`src/rtl/mips_defs_pkg.sv`:
```
// Definitions shared by the fetch unit and Ctrl_Unit: opcodes, fetch states
// and the bit positions of the instruction fields.
package mips_defs_pkg;

   localparam logic [5:0] OP_HALT = 6'd0;
   localparam logic [5:0] OP_ALU  = 6'd1;
   localparam logic [5:0] OP_LW   = 6'd2;
   localparam logic [5:0] OP_SW   = 6'd3;
   localparam logic [5:0] OP_BEQ  = 6'd4;
   localparam logic [5:0] OP_JUMP = 6'd5;

   localparam logic [1:0] ST_IDLE  = 2'd0;
   localparam logic [1:0] ST_FETCH = 2'd1;
   localparam logic [1:0] ST_ISSUE = 2'd2;
   localparam logic [1:0] ST_HALT  = 2'd3;

   typedef enum logic [1:0] {
      FS_IDLE  = ST_IDLE,
      FS_FETCH = ST_FETCH,
      FS_ISSUE = ST_ISSUE,
      FS_HALT  = ST_HALT
   } fetch_state_e;

   localparam int OPC_MSB = 31;
   localparam int OPC_LSB = 26;
   localparam int RS_MSB  = 25;
   localparam int RS_LSB  = 21;
   localparam int RT_MSB  = 20;
   localparam int RT_LSB  = 16;
   localparam int RD_MSB  = 15;
   localparam int RD_LSB  = 11;
   localparam int IMM_MSB = 15;
   localparam int IMM_LSB = 0;
   localparam int TGT_MSB = 25;
   localparam int TGT_LSB = 0;

   // Opcodes above JUMP are undefined and execute as NOPs.
   function automatic logic is_illegal(input logic [5:0] op);
      return op > OP_JUMP;
   endfunction

endpackage

```
`src/rtl/instr_fetch_unit_if.sv`:
```
// Bundle of the fetch unit's memory, issue and control-unit signals.
// master = fetch unit side, slave = memory / control unit / datapath side.
interface instr_fetch_unit_if;
   logic        imem_req;
   logic [31:0] imem_addr;
   logic        imem_ready;
   logic [31:0] imem_rdata;
   logic        instr_valid;
   logic [5:0]  i_code;
   logic [4:0]  rs;
   logic [4:0]  rt;
   logic [4:0]  rd;
   logic [15:0] imm16;
   logic        exec_done;
   logic        pc_sel;
   logic [31:0] pc;
   logic        halted;
   logic        illegal;

   modport master (
      output imem_req, imem_addr, instr_valid, i_code, rs, rt, rd, imm16,
             pc, halted, illegal,
      input  imem_ready, imem_rdata, exec_done, pc_sel
   );

   modport slave (
      input  imem_req, imem_addr, instr_valid, i_code, rs, rt, rd, imm16,
             pc, halted, illegal,
      output imem_ready, imem_rdata, exec_done, pc_sel
   );
endinterface

```
`src/rtl/instr_fetch_unit_next_pc_calc.sv`:
```
// Next-PC selection: sequential, BEQ-relative or JUMP-absolute.
// All arithmetic wraps modulo 2^32.
module next_pc_calc
   import mips_defs_pkg::*;
(
   input  logic [31:0] pc_i,
   input  logic [31:0] ir_i,
   input  logic        pc_sel_i,
   output logic [31:0] next_pc_o
);

   logic [31:0] pc_plus4;
   logic [31:0] jump_target;
   logic [31:0] branch_target;

   assign pc_plus4      = pc_i + 32'd4;
   assign jump_target   = {pc_plus4[31:28], ir_i[TGT_MSB:TGT_LSB], 2'b00};
   assign branch_target = pc_plus4 + {{14{ir_i[IMM_MSB]}}, ir_i[IMM_MSB:IMM_LSB], 2'b00};

   // Any non-JUMP opcode with pc_sel set is treated as a BEQ.
   always_comb begin
      next_pc_o = pc_plus4;
      if (pc_sel_i) begin
         if (ir_i[OPC_MSB:OPC_LSB] == OP_JUMP) begin
            next_pc_o = jump_target;
         end else begin
            next_pc_o = branch_target;
         end
      end
   end

endmodule

```
`src/rtl/instr_fetch_unit.sv`:
```
// Fetch sequencer: owns the PC, fetches over req/ready, issues the
// instruction register to the control unit and retires on exec_done.
module instr_fetch_unit
   import mips_defs_pkg::*;
#(
   parameter logic [31:0] RESET_PC = 32'h0000_0000
) (
   input  logic               clk,
   input  logic               rst_n,
   instr_fetch_unit_if.master ifu
);

   logic [1:0]  state_q, state_d;
   logic [31:0] pc_q, pc_d;
   logic [31:0] ir_q, ir_d;
   logic        illegal_q, illegal_d;
   logic [31:0] next_pc;

   next_pc_calc u_next_pc (
      .pc_i      (pc_q),
      .ir_i      (ir_q),
      .pc_sel_i  (ifu.pc_sel),
      .next_pc_o (next_pc)
   );

   always_comb begin
      state_d   = state_q;
      pc_d      = pc_q;
      ir_d      = ir_q;
      illegal_d = 1'b0;
      case (state_q)
         ST_IDLE: begin
            state_d = ST_FETCH;
         end
         ST_FETCH: begin
            if (ifu.imem_ready) begin
               ir_d    = ifu.imem_rdata;
               state_d = (ifu.imem_rdata[OPC_MSB:OPC_LSB] == OP_HALT) ? ST_HALT : ST_ISSUE;
            end
         end
         ST_ISSUE: begin
            if (ifu.exec_done) begin
               pc_d      = next_pc;
               illegal_d = is_illegal(ir_q[OPC_MSB:OPC_LSB]);
               state_d   = ST_FETCH;
            end
         end
         default: begin
            state_d = ST_HALT;
         end
      endcase
   end

   always_ff @(posedge clk) begin
      if (!rst_n) begin
         state_q   <= ST_IDLE;
         pc_q      <= RESET_PC;
         ir_q      <= 32'd0;
         illegal_q <= 1'b0;
      end else begin
         state_q   <= state_d;
         pc_q      <= pc_d;
         ir_q      <= ir_d;
         illegal_q <= illegal_d;
      end
   end

   // Fields follow IR; they hold their last value outside ISSUE.
   assign ifu.imem_req    = (state_q == ST_FETCH);
   assign ifu.imem_addr   = pc_q;
   assign ifu.instr_valid = (state_q == ST_ISSUE);
   assign ifu.i_code      = ir_q[OPC_MSB:OPC_LSB];
   assign ifu.rs          = ir_q[RS_MSB:RS_LSB];
   assign ifu.rt          = ir_q[RT_MSB:RT_LSB];
   assign ifu.rd          = ir_q[RD_MSB:RD_LSB];
   assign ifu.imm16       = ir_q[IMM_MSB:IMM_LSB];
   assign ifu.pc          = pc_q;
   assign ifu.halted      = (state_q == ST_HALT);
   assign ifu.illegal     = illegal_q;

endmodule

```
`src/flat_wrapper.sv`:
```
// flat-port wrapper written by rule: the top's interface ports become plain ports
module instr_fetch_unit_flat import mips_defs_pkg::*;
#(
   parameter logic [31:0] RESET_PC = 32'h0000_0000
)
  (clk, rst_n, ifu_imem_req, ifu_imem_addr, ifu_instr_valid, ifu_i_code, ifu_rs, ifu_rt, ifu_rd, ifu_imm16, ifu_pc, ifu_halted, ifu_illegal, ifu_imem_ready, ifu_imem_rdata, ifu_exec_done, ifu_pc_sel);
  instr_fetch_unit_if ifu_i ();
  input  logic clk;
  input  logic rst_n;
  output wire logic [$bits(ifu_i.imem_req)-1:0] ifu_imem_req;
  output wire logic [$bits(ifu_i.imem_addr)-1:0] ifu_imem_addr;
  output wire logic [$bits(ifu_i.instr_valid)-1:0] ifu_instr_valid;
  output wire logic [$bits(ifu_i.i_code)-1:0] ifu_i_code;
  output wire logic [$bits(ifu_i.rs)-1:0] ifu_rs;
  output wire logic [$bits(ifu_i.rt)-1:0] ifu_rt;
  output wire logic [$bits(ifu_i.rd)-1:0] ifu_rd;
  output wire logic [$bits(ifu_i.imm16)-1:0] ifu_imm16;
  output wire logic [$bits(ifu_i.pc)-1:0] ifu_pc;
  output wire logic [$bits(ifu_i.halted)-1:0] ifu_halted;
  output wire logic [$bits(ifu_i.illegal)-1:0] ifu_illegal;
  input wire logic [$bits(ifu_i.imem_ready)-1:0] ifu_imem_ready;
  input wire logic [$bits(ifu_i.imem_rdata)-1:0] ifu_imem_rdata;
  input wire logic [$bits(ifu_i.exec_done)-1:0] ifu_exec_done;
  input wire logic [$bits(ifu_i.pc_sel)-1:0] ifu_pc_sel;
  assign ifu_imem_req = ifu_i.imem_req;
  assign ifu_imem_addr = ifu_i.imem_addr;
  assign ifu_instr_valid = ifu_i.instr_valid;
  assign ifu_i_code = ifu_i.i_code;
  assign ifu_rs = ifu_i.rs;
  assign ifu_rt = ifu_i.rt;
  assign ifu_rd = ifu_i.rd;
  assign ifu_imm16 = ifu_i.imm16;
  assign ifu_pc = ifu_i.pc;
  assign ifu_halted = ifu_i.halted;
  assign ifu_illegal = ifu_i.illegal;
  assign ifu_i.imem_ready = ifu_imem_ready;
  assign ifu_i.imem_rdata = ifu_imem_rdata;
  assign ifu_i.exec_done = ifu_exec_done;
  assign ifu_i.pc_sel = ifu_pc_sel;
  instr_fetch_unit #(.RESET_PC(RESET_PC)) u_core (.clk(clk), .rst_n(rst_n), .ifu(ifu_i));
endmodule
```
`config.mk`:
```
export PLATFORM = sky130hd
export DESIGN_NAME = instr_fetch_unit_flat
export DESIGN_NICKNAME = d
export VERILOG_FILES = /design/src/rtl/mips_defs_pkg.sv /design/src/rtl/instr_fetch_unit_if.sv /design/src/rtl/instr_fetch_unit_next_pc_calc.sv /design/src/rtl/instr_fetch_unit.sv /design/src/flat_wrapper.sv
export SDC_FILE = /design/constraint.sdc
export NUM_CORES = 1
export LEC_CHECK = 0
export ABC_AREA = 1
export CORE_ASPECT_RATIO = 0.8
export CORE_MARGIN = 2
export CORE_UTILIZATION = 30
export CTS_CLUSTER_SIZE = 10
export DETAILED_ROUTE_END_ITERATION = 8
export GPL_ROUTABILITY_DRIVEN = 0
export PLACE_DENSITY = 0.52
export REMOVE_ABC_BUFFERS = 1
export SLEW_MARGIN = 20
export SYNTH_ARGS = -nofsm -noshare
export SYNTH_HDL_FRONTEND = slang
export SYNTH_HIERARCHICAL = 1
export SYNTH_SLANG_ARGS = --single-unit
```
`constraint.sdc`:
```
create_clock -name clk -period 7.3 [get_ports clk]
set_input_delay 0.73 -clock clk [delete_from_list [all_inputs] [get_ports clk]]
set_output_delay 0.73 -clock clk [all_outputs]
set_load 0.005 [all_outputs]
```
==> key figures <==
Status
  • Status: finished with violations
  • Failing checks: design-rule violations

Worst setup path
  • R2R Setup Slk: between 3 and 4 ns
  • Reg2reg start: u_core/ifu.imem_addr[2]
  • Critical Path AT: approximately 3.6 ns
  • Cell count of the worst reg-to-reg path: 17
  • CP Data Required Time: between 7 and 8 ns
  • R2R Path End: u_core/ifu.imem_addr[23]
  • Crit Path Max Fanout: 8
  • Worst setup SP type: flop
  • Setup CP Type: reg -> reg
  • Worst setup startpoint: u_core/ifu.imem_addr[2]
  • Kind of end point of the critical path: flop

Clock network
  • Clk slew on worst S/H paths: ~0.06 ns
  • CTS tree: built
  • Cts hold-fix bufs: 0
  • Clock root cell: clkbuf_16
  • H-Tree Depth: 3
  • Clk buf depth: 2
  • TritonCTS Buffers: 9
  • Clock Latency Late Sink: ~0.35 ns
  • Clock sink count: 67
  • Post-CTS setup buffers: 0
  • Post-CTS resize count: 0

Pwr
  • Leakage: approximately 3.5 nW
  • Pwr dens: 129 nW/um^2
  • Peak supply drop: roughly 100 uV

Finish
  • N_diodes: 0
  • # nets final: 1,186
  • Layout cells sized above 1: 0.0672
  • Area growth syn-to-layout: 25.0%

Floorplan
  • Rows: 47
  • DIE AREA: around 23,000 um^2
  • DIE HEIGHT: roughly 130 um
  • Initial core utilization: 0.308
  • Number of I/O pins: between 100 and 150
  • Core ar.: around 21,000 um^2
  • Die X: between 150 and 200 um

Global route
  • Global-route wire length before repair: roughly 35,000 um
  • GRT overflow: 0
  • Initial antenna violation count: 0
  • Number of global-route vias before repair: 6,314
  • Largest net degree at the start of global routing: between 60 and 70
  • Gr usage total: 0.198

STA
  • RSZ-0062 raised after global routing: false
  • Hold_ws: ~0.47 ns
  • Period utilization: 0.453
  • Worst relative slew slack: 0.420
  • Setup TNS: 0 ns
  • F_max: 302 MHz
  • Slew @ Worst Pin: 0.869 ns
  • Max Slew Vio Count: 0
  • Clock Skew: between 0.006 and 0.007 ns
  • Minimum clock period: 3.31 ns
  • Setup violations, final: 0
  • Number of hold violations in the final report: 0

Synth
  • Post-synthesis cell area: between 6000 and 7000 um^2
  • Number of flops mapped to enable cells by yosys: 0
  • Total of warnings raised by yosys: 6
  • Asr flop ratio synth: 0
  • Mapped Avg Cell Area: roughly 6.3 um^2
  • Register area share after synthesis: 0.209
  • Synth Instances: ~1,000
  • Synth unique cells: between 40 and 50
  • Synth Register Bits: 67
  • Ys flop type: dfxtp_1

Placement
  • Port buffer count: between 100 and 150
  • Post-DP HPWL: 16,900 um

Drt
  • Post-DR vias/cell: 4.92
  • Drt pass-1 iters: 7
  • WL final: around 22,000 um
  • Post-DRT Antenna Nets: 0
  • Vias post-DR: between 6,000 and 7,000
  • Wire per inst: between 15 and 20 um
  • First-iteration detailed-routing DRC count: 631
  • Drc violations: 2

Worst hold path
  • Hold path start: u_core/ir_q[15]
  • Min-delay worst type: reg -> reg
  • Min-Delay Path Depth: 2
  • Hold EP: u_core/ir_q[15]

Run
  • Max_cap viols: 0
worst max path at each step:
stage	endpoint	slack, ns
after floorplan	u_core/ifu.imem_addr[31]	4.61
after global placement	u_core/ifu.imem_addr[16]	4.02
after detailed placement	u_core/ifu.imem_addr[17]	3.91
after CTS	u_core/ifu.imem_addr[31]	4.03
after global routing	u_core/ifu.imem_addr[30]	3.70
final	u_core/ifu.imem_addr[23]	3.99
cells in the final DEF, fill, tap and decap left out, drive strengths merged, types with 7 or more instances in the layout:
| cell type | n |
|---|---|
| nand2 | 353 |
| buf | 7 |
| clkbuf | 10 |
| dfxtp | 67 |
| a21oi | 98 |
| inv | 110 |
| o21ai | 15 |
| clkdlybuf4s50 | 141 |
| nand4 | 10 |
| nand3 | 118 |
| xnor2 | 18 |
| nor3 | 9 |
| o21bai | 7 |
| ha | 37 |
| xor2 | 15 |
| nor2 | 70 |
| o211ai | 8 |
sequential cells by signal, indices dropped and copies added (netlist names):
| signal | flops |
|---|---|
| u_core/ir_q | 32 |
| u_core/ifu.illegal | 1 |
| u_core/ifu.imem_addr | 32 |
| u_core/state_q | 2 |
synthesized netlist by cell type (5+ instances only):
cell type / count / area [um^2]
o21bai_1: 7 / 52.6
xor2_1: 13 / 114
buf_6: 13 / 146
ha_1: 37 / 463
xnor2_1: 15 / 131
a21oi_1: 97 / 485
nand2_1: 335 / 1260
nor2_1: 56 / 210
nand2_2: 13 / 81.3
buf_2: 7 / 35.0
inv_1: 105 / 394
nand4_1: 10 / 62.6
nor3_1: 7 / 35.0
nand3_1: 114 / 571
nor2_4: 8 / 90.1
nand2_4: 5 / 56.3
o211ai_1: 8 / 60.1
nor2_2: 5 / 31.3
clkbuf_1: 7 / 26.3
buf_4: 41 / 308
dfxtp_1: 67 / 1340
o21ai_0: 12 / 60.1
area by class of cell:
class	count	area, um^2
clock inverters	6	97.6
clock buffers	10	229
fillers	2282	12800
inverters	108	405
flip-flops and latches	67	1340
repair buffers	148	1460
well taps	269	337
multi-input cells	777	4140
metal layers:
layer | share of wire | track usage | up-vias
li1 | - | - | 3440
met1 | 0.51 | 0.303 | 3133
met2 | 0.40 | 0.288 | 235
met3 | 0.075 | 0.0372 | 13
met4 | 0.0080 | 0.0386 | 0
met5 | 0 | 0 | -
through the flow:
step	power, W	util	worst slack [ns]	instance area (um^2)	std cells
6_report	0.00104	0.385	3.99	8010	1385
5_1_grt	0.00108	0.385	3.70	8010	1385
4_1_cts	0.00105	0.385	4.03	8010	1385
3_5_place_dp	0.000544	0.369	3.91	7690	1369
3_3_place_gp	0.000545	0.369	4.02	7690	1369
2_1_floorplan	0.000460	-	4.61	5890	952
critical path, cell delays in order, from the launching register on:
cell and delay (ns):
dfxtp_1 0.52, ha_1 0.27, nand2_2 0.11, inv_1 0.08, nand3_1 0.14, xnor2_1 0.31, ha_1 0.34, a21oi_1 0.25
nand2_1 0.14, a21oi_1 0.13, nand2_1 0.23, nand2_1 0.15, nand2_1 0.06, nand2_1 0.05, nand3_1 0.10, nand3_1 0.11
nand3_1 0.07, a21oi_1 0.15
where the power goes:
group	switching (W)	total, W	internal [W]
logic	0.0000817	0.000146	0.0000641
registers	0.0000146	0.000391	0.000376
clock network	0.000197	0.000501	0.000305
total	0.000293	0.00104	0.000745
cell families after synthesis:
| family | synth area share |
|---|---|
| AO/OA/AOI/OAI | 0.117 |
| buffers and inverters | 0.145 |
| AND/OR/NAND/NOR | 0.402 |
| flip-flops | 0.209 |
| XOR/XNOR | 0.0509 |
| adder cells (fa/ha/maj) | 0.0753 |
(Power assumes the default switching activity.)
